**src/rtl/tickdiv_pkg.sv**
```systemverilog
// Shared definitions for the multi-channel tick divider: channel state
// encoding, the per-channel tick counter width and the channel-index width
// helper.
package tickdiv_pkg;

    typedef enum logic {
        ST_IDLE = 1'b0,
        ST_RUN  = 1'b1
    } ch_state_t;

    // Width of each per-channel tick counter field (optional feature).
    localparam int TCNT_W = 8;

    // Channel-index width: clog2 of the channel count, never below one bit.
    function automatic int ch_width(input int n);
        return (n <= 2) ? 1 : $clog2(n);
    endfunction

endpackage

```
**src/rtl/tickdiv_channel.sv**
```systemverilog
// One tick divider channel: IDLE/RUN state, cycle counter, period and mode
// registers, registered tick/busy outputs. Optional per-channel tick counter
// is enabled by defining TICKDIV_CNT_EN.
module tickdiv_channel
    import tickdiv_pkg::*;
#(
    parameter int CNT_W          = 25,
    parameter int DEFAULT_PERIOD = 27000000,
    parameter int FAST_PERIOD    = 4
) (
    input  logic             clock,
    input  logic             reset_n,
    input  logic             fast_mode,
    input  logic             cfg_wr,
    input  logic [CNT_W-1:0] cfg_period,
    input  logic             cfg_oneshot,
    input  logic             start,
    input  logic             stop,
    output logic             tick,
    output logic             busy
`ifdef TICKDIV_CNT_EN
    ,
    output logic [TCNT_W-1:0] tick_count
`endif
);

    ch_state_t        state_reg;
    logic [CNT_W-1:0] cnt_reg;
    logic [CNT_W-1:0] period_reg;
    logic             oneshot_reg;
    logic             tick_reg;
    logic             busy_reg;
`ifdef TICKDIV_CNT_EN
    logic [TCNT_W-1:0] tcnt_reg;
`endif

    // Effective period; the >= wrap test below keeps the counter bounded
    // even when this shrinks mid-count.
    logic [CNT_W-1:0] eff_period;
    assign eff_period = fast_mode ? CNT_W'(FAST_PERIOD) : period_reg;

    // Channel FSM, counter, configuration and registered outputs.
    always_ff @(posedge clock or negedge reset_n) begin
        if (!reset_n) begin
            state_reg   <= ST_IDLE;
            cnt_reg     <= '0;
            period_reg  <= CNT_W'(DEFAULT_PERIOD);
            oneshot_reg <= 1'b0;
            tick_reg    <= 1'b0;
            busy_reg    <= 1'b0;
`ifdef TICKDIV_CNT_EN
            tcnt_reg    <= '0;
`endif
        end else begin
            tick_reg <= 1'b0;
            if (cfg_wr) begin
                period_reg  <= cfg_period;
                oneshot_reg <= cfg_oneshot;
            end
            if (stop) begin
                state_reg <= ST_IDLE;
                busy_reg  <= 1'b0;
                cnt_reg   <= '0;
            end else if (start) begin
                state_reg <= ST_RUN;
                busy_reg  <= 1'b1;
                cnt_reg   <= '0;
`ifdef TICKDIV_CNT_EN
                tcnt_reg  <= '0;
`endif
            end else if (state_reg == ST_RUN) begin
                if (cnt_reg >= eff_period - CNT_W'(1)) begin
                    tick_reg <= 1'b1;
                    cnt_reg  <= '0;
`ifdef TICKDIV_CNT_EN
                    tcnt_reg <= tcnt_reg + TCNT_W'(1);
`endif
                    if (oneshot_reg) begin
                        state_reg <= ST_IDLE;
                        busy_reg  <= 1'b0;
                    end
                end else begin
                    cnt_reg <= cnt_reg + CNT_W'(1);
                end
            end
        end
    end

    assign tick = tick_reg;
    assign busy = busy_reg;
`ifdef TICKDIV_CNT_EN
    assign tick_count = tcnt_reg;
`endif

endmodule

```
**src/rtl/tick_divider_multi.sv**
```systemverilog
// Multi-channel programmable tick-enable generator. Decodes configuration
// writes, flags rejected writes on cfg_err and instantiates one
// tickdiv_channel per channel. Define TICKDIV_CNT_EN to add the per-channel
// 8-bit tick_count output.
module tick_divider_multi
    import tickdiv_pkg::*;
#(
    parameter int NUM_CH         = 4,
    parameter int CNT_W          = 25,
    parameter int DEFAULT_PERIOD = 27000000,
    parameter int FAST_PERIOD    = 4,
    localparam int CH_W          = ch_width(NUM_CH)
) (
    input  logic              clock,
    input  logic              reset_n,
    input  logic              fast_mode,
    input  logic              cfg_we,
    input  logic [CH_W-1:0]   cfg_ch,
    input  logic [CNT_W-1:0]  cfg_period,
    input  logic              cfg_oneshot,
    input  logic [NUM_CH-1:0] start,
    input  logic [NUM_CH-1:0] stop,
    output logic [NUM_CH-1:0] tick,
    output logic [NUM_CH-1:0] busy,
    output logic              cfg_err
`ifdef TICKDIV_CNT_EN
    ,
    output logic [NUM_CH*TCNT_W-1:0] tick_count
`endif
);

    logic cfg_ok;
    logic cfg_err_reg;

    // A write is accepted only for an existing channel and a nonzero period.
    assign cfg_ok = cfg_we && (cfg_period != '0) && (32'(cfg_ch) < NUM_CH);

    // One-cycle error pulse for every rejected write.
    always_ff @(posedge clock or negedge reset_n) begin
        if (!reset_n) begin
            cfg_err_reg <= 1'b0;
        end else begin
            cfg_err_reg <= cfg_we && !cfg_ok;
        end
    end

    assign cfg_err = cfg_err_reg;

    genvar gi;
    generate
        for (gi = 0; gi < NUM_CH; gi++) begin : g_ch
            logic ch_wr;
            assign ch_wr = cfg_ok && (32'(cfg_ch) == gi);

            tickdiv_channel #(
                .CNT_W          (CNT_W),
                .DEFAULT_PERIOD (DEFAULT_PERIOD),
                .FAST_PERIOD    (FAST_PERIOD)
            ) u_ch (
                .clock       (clock),
                .reset_n     (reset_n),
                .fast_mode   (fast_mode),
                .cfg_wr      (ch_wr),
                .cfg_period  (cfg_period),
                .cfg_oneshot (cfg_oneshot),
                .start       (start[gi]),
                .stop        (stop[gi]),
                .tick        (tick[gi]),
                .busy        (busy[gi])
`ifdef TICKDIV_CNT_EN
                ,
                .tick_count  (tick_count[gi*TCNT_W +: TCNT_W])
`endif
            );
        end
    endgenerate

endmodule

```
**config.mk**
```make
export PLATFORM = sky130hd
export DESIGN_NAME = tick_divider_multi
export DESIGN_NICKNAME = d
export VERILOG_FILES = /design/src/rtl/tickdiv_pkg.sv /design/src/rtl/tickdiv_channel.sv /design/src/rtl/tick_divider_multi.sv
export SDC_FILE = /design/constraint.sdc
export NUM_CORES = 1
export LEC_CHECK = 0
export CAP_MARGIN = 15
export CORE_AREA = 5 5 154 186
export CTS_BUF_LIST = sky130_fd_sc_hd__clkbuf_16
export DETAILED_ROUTE_END_ITERATION = 8
export DIE_AREA = 0 0 159 191
export PLACE_DENSITY = 0.72
export SLEW_MARGIN = 5
export SYNTH_ARGS = -nofsm -noshare
export SYNTH_HDL_FRONTEND = slang
export SYNTH_SLANG_ARGS = --single-unit
```
**constraint.sdc**
```tcl
create_clock -name clock -period 9.15 [get_ports clock]
set_input_delay 2.745 -clock clock [delete_from_list [all_inputs] [get_ports clock]]
set_output_delay 2.745 -clock clock [all_outputs]
set_load 0.02 [all_outputs]
```
==> impl_metrics.yaml <==
outcome:
  outcome: "completed"
timing:
  setup_viol: 0
  rsz0062_at_grt: "false"
  hold-worst-slack_ps: 507.5
  final.setup_skew_ps: 12.19
  slew_violations: 0
  finalHoldViolCount: 0
  fmax_mhz: 132.0
  tightest_slew_ps: 1138
  tns_ps: 0
  finalCriticalPeriod_ps: 7574
  relSlewSlack_pct: 24.14
  fin_crit_sh_pct: 82.78
  worst_slack_ps: 1576
synth:
  yosys_warnings: 0
  yosysMostFrequentCell: "dfrtp_1"
  synth_top_area_share_pct: 27.99
  syn_area_per_cell_sq_um: 9.494
  synth_top_area_cell: "dfrtp_1"
  synthCells: 1516
  synth_commonest_cells: "dfrtp_1 (161), nand2_1 (131), ha_1 (108)"
  synth_nets: 1664
  yosysSeqAreaShare_pct: 38.22
  synth_area_sq_mm: 0.01439
  yosys_most_used_dff: "dfrtp_1"
  synthTopCellsByArea: "dfrtp_1 (28%), dfstp_2 (10%), ha_1 (9.4%)"
  synth_edf_count: 0
  async_reset_ff_share_pct: 100.0
  yosys.cell_types.count: 72
  ys_ff_latch: 217
global_route:
  first_global_vias: 11460
  grt_pass1_wl_um: 56500
  grt_max_degree: 97
  grt.total_usage_pct: 21.93
  globalRoute.totalOverflow: 0
  antenna_found_initial: 0
finish:
  nets: 1670
  diodes: 0
  drive_above_1_share_pct: 15.65
  final_util_pct: 59.22
  fin_area_sq_mm: 0.01580
  area_growth_pct: 9.754
floorplanning:
  start_util_pct: 53.96
  dieWidth_um: 159
  ios: 49
  core_area_sq_mm: 0.02667
  rows: 66
  fp.dieArea_sq_mm: 0.03037
  die_y_um: 191
placed_design:
  place_area_sq_mm: 0.01503
  pre_cts_ws_ps: 1100
  gp_congestion: 0.8751
  dpl.hpwl_um: 24170
  io_buffers: 48
setup_path:
  startpoint_type: "input port"
  required_ps: 9570
  slowest_stage: "or4b_2"
  worstPathArrival_ps: 8000
  reg2regPathDepth: 13
  criticalPathCategory: "in -> reg"
  crit_chain: "buf_2 -> inv_2 -> nand2_1 -> ha_1 -> or3b_2 -> nor4_2 -> o21ai_1 -> nor2_1 -> nand2_1 -> a31oi_1 -> ha_1 -> a21oi_1 -> nor2b_1 -> o21ai_0 -> or4b_2 -> o21a_1 -> a211oi_1"
  max_stage_delay_ps: 670
  worstSetupEndpointType: "register"
  crit_fanout: 35
clock_network:
  cts-root-buf: "clkbuf_16"
  cts_buffers: 24
  clkTransAtPathRegs_ps: 60
  hold_buffers: 0
  ctsLongestPathBuffers: 3
  cts_setup_buffers: 0
  clkLatencyLatePin_ps: 520
  cts-resized-gates: 0
  htree_levels: 1
  cts_num_sinks: 217
  cts_tree: "yes"
power_and_ir_drop:
  power_density_mw_per_mm2: 164.2
  p_leak_uw: 0.006318
  ir_drop_v: 0.0001349
hold_path:
  worstHoldPathCells: 1
  hold_class: "reg -> reg"
routing:
  routed_via_density: 6.237
  drt-total-wl_um: 34110
  drtPass1Iterations: 5
  drtAntennaViolNets: 0
  wire_per_inst_um: 18.14
  drcViolationCount: 0
  drt_iter0_markers: 640
  num_vias: 11730
job:
  cap_violations: 0
==> where the power goes <==
group | switching, uW | internal [uW]
sequential | 116 | 1090
clock | 393 | 548
combinational | 233 | 215
total | 742 | 1850
==> layer usage <==
layer	up-vias	global-route usage, %	routed length, um	part of all wire (%)
li1	5627	-	-	-
met1	5722	27.83	14510	43
met2	302	38.58	16910	50
met3	74	4.162	1865	5.5
met4	0	5.743	823	2.4
met5	-	0	0	0
==> placed cells by master, fill, tap and decap left out, types with 5 or more instances in the layout <==
cell type        count
nand3b_1            11
a21o_1              10
or3_1               16
o21ai_0             40
nand2b_1            18
o21a_1              21
nand3_1             67
mux2_2             107
buf_4               10
clkbuf_16           25
clkinv_2             5
a211oi_1            28
o32a_1               7
o311ai_0             7
or4_1               11
dfrtp_1            161
nor2_1              98
a32oi_1             17
xor2_1              50
nor3_1              97
ha_1               108
nor2b_1             22
nand2_1            131
or2_2               12
nor4_1              14
and2_1               6
and3_1              14
dfstp_2             56
a21oi_1             57
inv_1               36
clkdlybuf4s50_1     46
a31oi_1             48
and4_1               9
nand4_1             46
xnor2_1             48
==> cell type report <==
cell class	count	area, sq um
well taps	340	425.4
fillers	2320	10880
clock buffers	25	625.6
flip-flops and latches	217	5500
inverters	31	116.4
clock inverters	19	137.6
repair buffers	58	554.3
multi-input cells	1190	8437
==> critical path, delay by kind of cell <==
kind / cells / cell delay (ps)
adders and majority gates: 2 / 470
and+or+nand+nor: 7 / 2320
buffers and inverters: 2 / 840
AOI/OAI and AO/OA: 6 / 1590
==> cell families (layout without fill, tap and decap cells) <==
| group | after synthesis | after routing | synth area share [%] |
|---|---|---|---|
| AND/OR/NAND/NOR | 593 | 593 | 21.52 |
| AO/OA/AOI/OAI | 282 | 282 | 13.21 |
| flip-flops | 217 | 217 | 38.22 |
| multiplexers | 109 | 109 | 8.511 |
| buffers and inverters | 109 | 133 | 3.199 |
| adder cells (fa/ha/maj) | 108 | 108 | 9.389 |
| XOR/XNOR | 98 | 98 | 5.964 |
==> through the flow <==
| stage | power [uW] | std cells |
|---|---|---|
| floorplan | 1513 | 1516 |
| global placement | 1644 | 1836 |
| detailed placement | 1666 | 1836 |
| CTS | 2622 | 1880 |
| global route | 2733 | 1880 |
| finish | 2594 | 1880 |
==> path summary, 6_finish.rpt <==
path / endpoint / startpoint / slack [ps]
setup / recovery: g_ch[1].u_ch.busy / fast_mode / 1580
hold / removal: g_ch[2].u_ch.oneshot_reg / g_ch[2].u_ch.oneshot_reg / 510
setup reg to reg: g_ch[2].u_ch.busy / g_ch[2].u_ch.period_reg[1] / 4100
hold reg to reg: g_ch[2].u_ch.oneshot_reg / g_ch[2].u_ch.oneshot_reg / 510
max in group asynchronous: g_ch[1].u_ch.period_reg[2] / reset_n / 5520
min in group asynchronous: g_ch[3].u_ch.tick / reset_n / 2310
Note: power is estimated with default switching activity, not from simulation.
